<file path="src/rtl/m_seq_pkg.sv">
// Shared definitions for the m-sequence generator/decoder pair: defaults,
// FSM encoding and the code <-> start-phase mapping.
package m_seq_pkg;

    localparam int unsigned POLYNOME_DEF = 32'b100111;
    localparam int          N_DEF        = 63;
    localparam int          M_LEN        = 6;

    typedef enum logic [1:0] {
        IDLE  = 2'd0,
        LOAD  = 2'd1,
        CHECK = 2'd2,
        DONE  = 2'd3
    } dec_state_t;

    // Code c is the generator start phase reached after c LFSR steps from
    // 6'b101010. Entry 63 is unused (the all-zero phase never appears).
    function automatic logic [M_LEN-1:0] phase_of_code(input logic [M_LEN-1:0] code);
        logic [M_LEN-1:0] p;
        case (code)
            6'd0:  p = 6'b101010;  6'd1:  p = 6'b010101;  6'd2:  p = 6'b001010;
            6'd3:  p = 6'b100101;  6'd4:  p = 6'b110010;  6'd5:  p = 6'b011001;
            6'd6:  p = 6'b101100;  6'd7:  p = 6'b010110;  6'd8:  p = 6'b001011;
            6'd9:  p = 6'b000101;  6'd10: p = 6'b000010;  6'd11: p = 6'b100001;
            6'd12: p = 6'b010000;  6'd13: p = 6'b001000;  6'd14: p = 6'b000100;
            6'd15: p = 6'b100010;  6'd16: p = 6'b010001;  6'd17: p = 6'b101000;
            6'd18: p = 6'b110100;  6'd19: p = 6'b011010;  6'd20: p = 6'b101101;
            6'd21: p = 6'b110110;  6'd22: p = 6'b111011;  6'd23: p = 6'b111101;
            6'd24: p = 6'b111110;  6'd25: p = 6'b111111;  6'd26: p = 6'b011111;
            6'd27: p = 6'b101111;  6'd28: p = 6'b010111;  6'd29: p = 6'b101011;
            6'd30: p = 6'b110101;  6'd31: p = 6'b111010;  6'd32: p = 6'b011101;
            6'd33: p = 6'b001110;  6'd34: p = 6'b000111;  6'd35: p = 6'b100011;
            6'd36: p = 6'b110001;  6'd37: p = 6'b011000;  6'd38: p = 6'b001100;
            6'd39: p = 6'b100110;  6'd40: p = 6'b110011;  6'd41: p = 6'b111001;
            6'd42: p = 6'b011100;  6'd43: p = 6'b101110;  6'd44: p = 6'b110111;
            6'd45: p = 6'b011011;  6'd46: p = 6'b001101;  6'd47: p = 6'b000110;
            6'd48: p = 6'b000011;  6'd49: p = 6'b000001;  6'd50: p = 6'b100000;
            6'd51: p = 6'b110000;  6'd52: p = 6'b111000;  6'd53: p = 6'b111100;
            6'd54: p = 6'b011110;  6'd55: p = 6'b001111;  6'd56: p = 6'b100111;
            6'd57: p = 6'b010011;  6'd58: p = 6'b001001;  6'd59: p = 6'b100100;
            6'd60: p = 6'b010010;  6'd61: p = 6'b101001;  6'd62: p = 6'b010100;
            default: p = 6'b000000;
        endcase
        return p;
    endfunction

    // Inverse lookup; phases not in the table (only zero) decode to code 0.
    function automatic logic [M_LEN-1:0] code_of_phase(input logic [M_LEN-1:0] phase);
        logic [M_LEN-1:0] c;
        c = '0;
        for (int i = 0; i < 63; i++) begin
            if (phase_of_code(M_LEN'(i)) == phase) c = M_LEN'(i);
        end
        return c;
    endfunction

endpackage

</file>
<file path="src/rtl/m_seq_lfsr.sv">
// Prediction LFSR. A load captures the received start phase already advanced
// LENGTH steps, so bit0 is the prediction for chip LENGTH onwards.
module m_seq_lfsr #(
    parameter int          LENGTH   = 6,
    parameter int unsigned POLYNOME = 32'b100111
) (
    input  logic              clkin,
    input  logic              rst,
    input  logic              load,
    input  logic              step,
    input  logic [LENGTH-1:0] load_val,
    output logic [LENGTH-1:0] state,
    output logic              bit0
);

    localparam logic [LENGTH-1:0] TAPS = LENGTH'(POLYNOME);

    function automatic logic [LENGTH-1:0] lfsr_next(input logic [LENGTH-1:0] s);
        return {^(TAPS & s), s[LENGTH-1:1]};
    endfunction

    logic [LENGTH-1:0] adv;

    // Skip past the LENGTH chips that were consumed as the start phase.
    always_comb begin
        adv = load_val;
        for (int i = 0; i < LENGTH; i++) adv = lfsr_next(adv);
    end

    // State register: load wins over step.
    always_ff @(posedge clkin) begin
        if (rst)       state <= '0;
        else if (load) state <= adv;
        else if (step) state <= lfsr_next(state);
    end

    assign bit0 = state[0];

endmodule

</file>
<file path="src/rtl/m_sequence_decoder.sv">
// M-sequence decoder: captures the start phase from the first LENGTH chips,
// checks the rest of the frame against the predicted sequence and reports
// the recovered code with a mismatch count.
module m_sequence_decoder
    import m_seq_pkg::*;
#(
    parameter int unsigned POLYNOME = POLYNOME_DEF,
    parameter int          N        = N_DEF,
    parameter int          LENGTH   = $clog2(N),
    parameter int          HOLD     = 3,
    parameter int          MAX_ERR  = 4
) (
    input  logic              clkin,
    input  logic              rst,
    input  logic              valid_i,
    input  logic              in,
    input  logic              strobe_i,
    output logic [LENGTH-1:0] code_o,
    output logic              code_valid_o,
    output logic [LENGTH-1:0] mism_o,
    output logic              err_o,
    output logic              busy_o
);

    localparam int SW = (HOLD > 1) ? $clog2(HOLD) : 1;
    localparam int CW = $clog2(N + 1);
    localparam logic [SW-1:0]     SUB_SAMPLE = SW'(HOLD / 2);
    localparam logic [SW-1:0]     SUB_LAST   = SW'(HOLD - 1);
    localparam logic [LENGTH-1:0] MISM_MAX   = '1;

    dec_state_t        state, state_n, eff_state;
    logic [SW-1:0]     sub, sub_n, eff_sub;
    logic [CW-1:0]     chip, chip_n, eff_chip;
    logic [LENGTH-1:0] mism, mism_n, eff_mism;
    logic [LENGTH-1:0] phase0, phase_n;
    logic [LENGTH-1:0] lfsr_state;
    logic              start, sample, lfsr_load, lfsr_step, finish, pred, zero_seq;

    assign start = strobe_i && valid_i;

    // A zero start phase leaves the LFSR stuck at zero; every nonzero phase
    // stays nonzero, so this flags the degenerate frame during CHECK.
    assign zero_seq = (lfsr_state == '0);

    // FSM state register.
    always_ff @(posedge clkin) begin
        if (rst) state <= IDLE;
        else     state <= state_n;
    end

    // Next state and counter/compare datapath. A strobe in any state is
    // treated as if the FSM were already in LOAD at chip 0, sub 0.
    always_comb begin
        eff_state = start ? LOAD : state;
        eff_sub   = start ? '0 : sub;
        eff_chip  = start ? '0 : chip;
        eff_mism  = start ? '0 : mism;
        state_n   = eff_state;
        sub_n     = eff_sub;
        chip_n    = eff_chip;
        mism_n    = eff_mism;
        phase_n   = phase0;
        sample    = 1'b0;
        lfsr_load = 1'b0;
        lfsr_step = 1'b0;
        finish    = 1'b0;
        case (eff_state)
            LOAD, CHECK: begin
                if (!valid_i) begin
                    state_n = IDLE;
                    sub_n   = '0;
                    chip_n  = '0;
                    mism_n  = '0;
                end else begin
                    sub_n  = (eff_sub == SUB_LAST) ? '0 : eff_sub + 1'b1;
                    sample = (eff_sub == SUB_SAMPLE);
                    if (sample) begin
                        chip_n = eff_chip + 1'b1;
                        if (eff_state == LOAD) begin
                            for (int k = 0; k < LENGTH; k++) begin
                                if (eff_chip == CW'(k)) phase_n[k] = in;
                            end
                            if (eff_chip == CW'(LENGTH - 1)) begin
                                state_n   = CHECK;
                                lfsr_load = 1'b1;
                            end
                        end else begin
                            lfsr_step = 1'b1;
                            if ((in != pred) && (eff_mism != MISM_MAX)) mism_n = eff_mism + 1'b1;
                            if (eff_chip == CW'(N - 1)) begin
                                state_n = DONE;
                                finish  = 1'b1;
                            end
                        end
                    end
                end
            end
            default: begin
                state_n = IDLE;
                sub_n   = '0;
                chip_n  = '0;
                mism_n  = '0;
            end
        endcase
    end

    // Counters and captured phase.
    always_ff @(posedge clkin) begin
        if (rst) begin
            sub    <= '0;
            chip   <= '0;
            mism   <= '0;
            phase0 <= '0;
        end else begin
            sub    <= sub_n;
            chip   <= chip_n;
            mism   <= mism_n;
            phase0 <= phase_n;
        end
    end

    // Result registers: updated on the final sample, held until the next one.
    always_ff @(posedge clkin) begin
        if (rst) begin
            code_valid_o <= 1'b0;
            code_o       <= '0;
            mism_o       <= '0;
            err_o        <= 1'b0;
        end else begin
            code_valid_o <= finish;
            if (finish) begin
                code_o <= (phase0 == '0) ? '0 : LENGTH'(code_of_phase(M_LEN'(phase0)));
                mism_o <= mism_n;
                err_o  <= (32'(mism_n) > MAX_ERR) || zero_seq;
            end
        end
    end

    assign busy_o = (state == LOAD) || (state == CHECK);

    m_seq_lfsr #(
        .LENGTH   (LENGTH),
        .POLYNOME (POLYNOME)
    ) u_lfsr (
        .clkin    (clkin),
        .rst      (rst),
        .load     (lfsr_load),
        .step     (lfsr_step),
        .load_val (phase_n),
        .state    (lfsr_state),
        .bit0     (pred)
    );

endmodule

</file>
<file path="config.mk">
export PLATFORM = sky130hd
export DESIGN_NAME = m_sequence_decoder
export DESIGN_NICKNAME = d
export VERILOG_FILES = /design/src/rtl/m_seq_pkg.sv /design/src/rtl/m_seq_lfsr.sv /design/src/rtl/m_sequence_decoder.sv
export SDC_FILE = /design/constraint.sdc
export NUM_CORES = 1
export LEC_CHECK = 0
export CORE_MARGIN = 4
export CORE_UTILIZATION = 50
export DETAILED_ROUTE_END_ITERATION = 10
export DONT_BUFFER_PORTS = 1
export PLACE_DENSITY = 0.72
export SLEW_MARGIN = 20
export SYNTH_ARGS = -nofsm -noshare
export SYNTH_HDL_FRONTEND = slang
export SYNTH_SLANG_ARGS = --single-unit
</file>
<file path="constraint.sdc">
create_clock -name clkin -period 4.05 [get_ports clkin]
set_clock_uncertainty 0.15 [all_clocks]
set_input_delay 0.81 -clock clkin [delete_from_list [all_inputs] [get_ports clkin]]
set_output_delay 0.81 -clock clkin [all_outputs]
set_load 0.02 [all_outputs]
</file>
# == After elaboration in Yosys (flattened, before gate mapping) ==
# Cells that the tools add are included.
# totals
inputBits,5
output_inout_bits,15
wordCells,337
reg_bits,42
# classes
n_addsub,3
reduce_logical,18
magnitude_cmp,1
mux,227
n_eq_ne,76
bitwise,2
# ops
op,n
$mux W6,200
$eq A6 B6 Y1,62
$reduce_xor A6 Y1,7
$mux W1,21
$logic_not A6 Y1,3
$add A6 B1 Y6 const B,2
$eq A6 B2 Y1 const B,2
$eq A6 B3 Y1 const B,2
$mux W2,6
$eq A2 B1 Y1 const B,3
$eq A2 B2 Y1 const B,3
$eq A6 B1 Y1 const B,1
$eq A6 B6 Y1 const B,1
$gt A6 B3 Y1 const B,1
$ne A6 B6 Y1 const B,1
$reduce_or A4 Y1,1
$reduce_or A3 Y1,1
$add A2 B1 Y2 const B,1
$logic_and A1 B1 Y1,2
$logic_or A1 B1 Y1,2
$not A1 Y1,2
$reduce_bool A2 Y1,1
$reduce_or A2 Y1,1
$ne A1 B1 Y1,1

# == Depth between registers and ports, before layout ==
# depth
depth_word,74
depth_mapped,14
mapped_depth_nobuf,10

# == Cells and area by module ==
# A second synthesis with hierarchy kept.
# unflattened
hier_cells,377
hier_area_um2,2964.1
# by_module_without_submodules
module,seq_area_each_um2,area_per_inst_um2,cells_each,instances
m_sequence_decoder,720.7,2563.7,338,1
m_seq_lfsr,120.1,400.4,39,1

# == Worst setup path after synthesis ==
# Ideal clock, no wire load.
# synth_path
path_type,input to register
from,input port valid_i
to,register code_o[4]
stages,13
required_ns,3.830
path_slack_ns,0.708
setup_time_ns,0.070
arrival_ns,3.122
path_buffers,5
path_cell_list,buf_4 > nand2_1 > clkbuf_1 > and2_1 > ha_1 > buf_4 > nor2b_1 > buf_4 > and3_1 > buf_4 > nand2_4 > or4_1 > a21oi_1
# synth_via
elab_chain_len,8
word_cells_on_any_way,14
cone_classes,eq/ne (4); mux (8); reduce/logical (2)
# synth_lines
item,line,source
start: declaration,m_sequence_decoder.sv:15,"input logic valid_i,"
$logic_and A1 B1 Y1,m_sequence_decoder.sv:39,assign start = strobe_i && valid_i;
$mux W6,m_sequence_decoder.sv:56,eff_chip = start ? '0 : chip;
$eq A6 B6 Y1,m_sequence_decoder.sv:90,if (eff_chip == CW'(N - 1)) begin
$mux W1,m_sequence_decoder.sv:90,
$mux W1,m_sequence_decoder.sv:79,if (eff_state == LOAD) begin
$mux W1,m_sequence_decoder.sv:77,if (sample) begin
$mux W1,m_sequence_decoder.sv:69,if (!valid_i) begin
$mux W1 (*),m_sequence_decoder.sv:67,case (eff_state)
end signal: assignment,m_sequence_decoder.sv:132,code_o <= (phase0 == '0) ? '0 : LENGTH'(code_of_phase(M_LEN'(phase0)));
end: declaration,m_sequence_decoder.sv:18,"output logic [LENGTH-1:0] code_o,"
# Every way passes the cells marked *; elsewhere a longest branch is shown, timed or not.
# A chain may end at the register's enable or synchronous reset.

# == Worst setup path in the final report ==
# layout_path
from,input port strobe_i
to,register code_o[1]
# layout_via
elab_chain_len,8
word_cells_on_any_way,14
cone_classes,eq/ne (4); mux (8); reduce/logical (2)
# layout_lines
item,line,source
start: declaration,m_sequence_decoder.sv:17,"input logic strobe_i,"
$logic_and A1 B1 Y1 (*),m_sequence_decoder.sv:39,
$mux W6,m_sequence_decoder.sv:56,
$eq A6 B6 Y1,m_sequence_decoder.sv:90,
$mux W1,m_sequence_decoder.sv:90,
$mux W1,m_sequence_decoder.sv:79,
$mux W1,m_sequence_decoder.sv:77,
$mux W1,m_sequence_decoder.sv:69,
$mux W1 (*),m_sequence_decoder.sv:67,
# Marks and branches as above.

==> results.py <==
metrics = {
    "grt": {
        "first_pass_grt_wire_length_mm": 11.65,
        "vias_in_the_first_global_route": 2454,
        "globalRoute.totalOverflow": 0,
        "initial_antenna_violation_count": 0,
        "global_route.usage.total": 0.1957,
        "largest_net_degree_at_the_start_of_global_routing": 35,
    },
    "yosys": {
        "postSynthCellCount": 381,
        "syn-cell-area_mm2": 0.002944,
        "synth_async_sr_flop_share": 0,
        "yosys_warnings": 0,
        "synth_enable_flop_cells": 0,
        "synth_cell_type_count": 70,
        "ys_seq_elements": 42,
        "avgSynthCellArea_um2": 7.727,
        "dominantRegCellSynth": "sky130_fd_sc_hd__dfxtp_1",
        "synthesis.nets": 395,
        "synth.yosys.seq_area_share": 0.2856,
    },
    "status": {
        "run_status": "complete, no violations",
    },
    "detailed_routing": {
        "drcViolationCount": 0,
        "drt.antenna.violating_nets": 0,
        "routed_wl_mm": 6.760,
        "num_vias": 2652,
        "drt_first_pass_iters": 4,
        "detail_route.wl_per_cell_um": 15.47,
        "detail_route.iter0.violations": 117,
        "vias_per_cell": 6.069,
    },
    "layout": {
        "drive_above_1_share": 0.06849,
        "utilization": 0.5455,
        "flow.area_growth_from_synthesis_pct": 3.910,
        "nNetsFinal": 379,
        "filler_cell_count": 536,
        "antenna_cells_inserted": 0,
        "final-instance-count-excl-fill": 437,
    },
    "timing": {
        "rsz0062_at_grt": "no",
        "clock_period_minus_worst_slack_ns": 2.977,
        "hold_viol_final": 0,
        "tightestPinTransition_ns": 0.8222,
        "setup_viol_count_final": 0,
        "worst_slew_margin_rel": 0.4511,
        "fin_crit_sh": 0.7351,
        "achievable-frequency_mhz": 335.9,
        "timing_max_transition_violations_final": 0,
        "finalSetupTns_ns": 0,
    },
    "cts": {
        "cts.root.buffer_cell": "sky130_fd_sc_hd__clkbuf_8",
        "tritoncts": "built",
        "clock_latency_ns": 0.29,
        "post_cts.repair.setup_buffers": 0,
        "h-tree-depth": 2,
        "cts_hold_buffers": 0,
        "post_cts_resize_count": 0,
        "cts.sinks": 42,
        "clk_path_buf_depth": 2,
        "tritoncts.num_buffers": 5,
        "cts.reportedPaths.clkPinSlew_ns": 0.08,
    },
    "pwr": {
        "design_power_total_mw": 0.7723,
        "ir_worst_vdd_v": 0.0001721,
        "cellPowerDensity_mw_per_mm2": 252.5,
        "cellLeakagePower_nw": 1.112,
    },
    "die": {
        "dieWidth_um": 84.74,
        "starting_density": 0.5250,
        "core_region_area_mm2": 0.005608,
        "placementRows": 27,
        "floorplan.io_pins": 20,
        "die_outline_height_um": 84.74,
        "dieArea_mm2": 0.007180,
    },
    "worst_setup_path": {
        "r2r_slack_ns": 1.40,
        "setup.worst_path.start_class": "input pin",
        "crit-reg2reg-launch": "sub[0]$_SDFF_PP0_",
        "crit_path_end": "code_o[1]$_SDFFE_PP0P_",
        "worst_setup_path_startpoint": "strobe_i",
        "critPathKind": "input pin to register",
        "cp_data_required_time_ns": 4.13,
        "setup.worst_path.end_class": "register",
        "crit_fanout": 17,
        "rr_endpoint": "code_o[1]$_SDFFE_PP0P_",
        "arr_time_crit_path_ns": 3.06,
        "worst-r2r-cell-count": 9,
    },
    "place": {
        "dp.cells": 430,
        "place.gp.congestion": 0.8417,
        "io_buffer_count": 0,
        "hpwl_mm": 4.894,
    },
    "job": {
        "max_cap_violations": 0,
    },
    "min_path": {
        "hold_path_class": "register to register",
    },
}
[Yosys cell counts (5+ instances only)]
library cell               number  area (um2)
sky130_fd_sc_hd__nand2b_1       7       43.79
sky130_fd_sc_hd__ha_1           9       112.6
sky130_fd_sc_hd__nor2_1        42       157.7
sky130_fd_sc_hd__o21ai_0       15       75.07
sky130_fd_sc_hd__xnor2_1        9       78.83
sky130_fd_sc_hd__o22ai_1        5       31.28
sky130_fd_sc_hd__nand3_1        5       25.02
sky130_fd_sc_hd__nand4_1        6       37.54
sky130_fd_sc_hd__nor2b_1       11       68.82
sky130_fd_sc_hd__a31oi_1        6       37.54
sky130_fd_sc_hd__buf_2          7       35.03
sky130_fd_sc_hd__and3_1         5       31.28
sky130_fd_sc_hd__a21oi_1       26       130.1
sky130_fd_sc_hd__inv_1         13       48.80
sky130_fd_sc_hd__nand2_1       41       153.9
sky130_fd_sc_hd__xor2_1         8       70.07
sky130_fd_sc_hd__nor3_1        10       50.05
sky130_fd_sc_hd__dfxtp_1       42       840.8
sky130_fd_sc_hd__clkbuf_1      17       63.81
[metal layers]
layer	track usage	vias up	wire [um]
li1	-	1351	-
met1	0.2567	1217	3041
met2	0.3260	74	3268
met3	0.03729	10	329
met4	0.05755	0	121
met5	0	-	0
[state kept, by name, summed over array words and instances (netlist names)]
name,flops
state,2
chip,6
sub,2
mism,6
code_o,6
code_valid_o,1
mism_o,6
u_lfsr.state,6
phase0,6
err_o,1
[report_power, final]
part / total (mW) / internal, mW / switching, mW
Combinational: 0.0233 / 0.00961 / 0.0137
Clock: 0.336 / 0.197 / 0.138
Sequential: 0.414 / 0.413 / 0.000374
Total: 0.772 / 0.620 / 0.152
[critical path, stage by stage]
cell and delay (ns):
sky130_fd_sc_hd__nand2_1 0.08, sky130_fd_sc_hd__and2_1 0.18, sky130_fd_sc_hd__ha_1 0.36, sky130_fd_sc_hd__nor2b_1 0.17
sky130_fd_sc_hd__buf_4 0.16, sky130_fd_sc_hd__and3_1 0.34, sky130_fd_sc_hd__nand2_4 0.18, sky130_fd_sc_hd__a31oi_1 0.38
sky130_fd_sc_hd__o311ai_0 0.22, sky130_fd_sc_hd__a21oi_1 0.17
[cells in the final DEF, fill, tap and decap left out, drive strengths merged, types with 7 or more instances in the layout]
| master | netlist | layout |
|---|---|---|
| nor3 | 10 | 10 |
| xnor2 | 9 | 9 |
| ha | 9 | 9 |
| nor2b | 11 | 11 |
| nor2 | 42 | 42 |
| o21ai | 16 | 16 |
| nand2 | 43 | 43 |
| inv | 13 | 13 |
| xor2 | 8 | 8 |
| dfxtp | 42 | 42 |
| a21oi | 26 | 26 |
| nand2b | 7 | 7 |
[cells by family after synthesis]
group / Yosys count / share of synthesized area
AND/OR/NAND/NOR: 150 / 0.2533
AO/OA/AOI/OAI: 112 / 0.2639
buffers and inverters: 42 / 0.06162
flip-flops: 42 / 0.2856
XOR/XNOR: 19 / 0.06630
adder cells (fa/ha/maj): 9 / 0.03825
multiplexers: 7 / 0.03103
[through the flow]
stage	hold slack [ns]	worst slack (ns)	area, um2
floorplan	0.2863	0.7078	2944
global placement	0.2941	0.9028	2947
detailed placement	0.2903	0.7976	2947
CTS	0.3016	1.089	3059
global route	0.3150	0.9218	3059
finish	0.3067	1.073	3059
[worst min-delay path by stage]
stage,start,to,slack (ns),depth (start not counted)
2_1_floorplan,u_lfsr.state[1]$_SDFFE_PP0P_,u_lfsr.state[1]$_SDFFE_PP0P_,0.29,2
3_3_place_gp,u_lfsr.state[1]$_SDFFE_PP0P_,u_lfsr.state[1]$_SDFFE_PP0P_,0.29,2
3_5_place_dp,u_lfsr.state[1]$_SDFFE_PP0P_,u_lfsr.state[1]$_SDFFE_PP0P_,0.29,2
4_1_cts,u_lfsr.state[1]$_SDFFE_PP0P_,u_lfsr.state[1]$_SDFFE_PP0P_,0.30,2
5_1_grt,u_lfsr.state[1]$_SDFFE_PP0P_,u_lfsr.state[1]$_SDFFE_PP0P_,0.32,2
6_report,u_lfsr.state[1]$_SDFFE_PP0P_,u_lfsr.state[1]$_SDFFE_PP0P_,0.31,2
[layout make-up]
| type | count | area (um2) | share of cell area |
|---|---|---|---|
| Clock buffer | 6 | 82.58 | 0.02699 |
| Clock inverter | 1 | 30.03 | 0.009816 |
| Inverter | 13 | 48.80 | 0.01595 |
| Multi-Input combinational cell | 297 | 1922 | 0.6282 |
| Sequential cell | 42 | 840.8 | 0.2748 |
| Tap cell | 72 | 90.09 | 0.02945 |
| Timing Repair Buffer | 6 | 45.04 | 0.01472 |
Power figures use the tool's default switching activity.
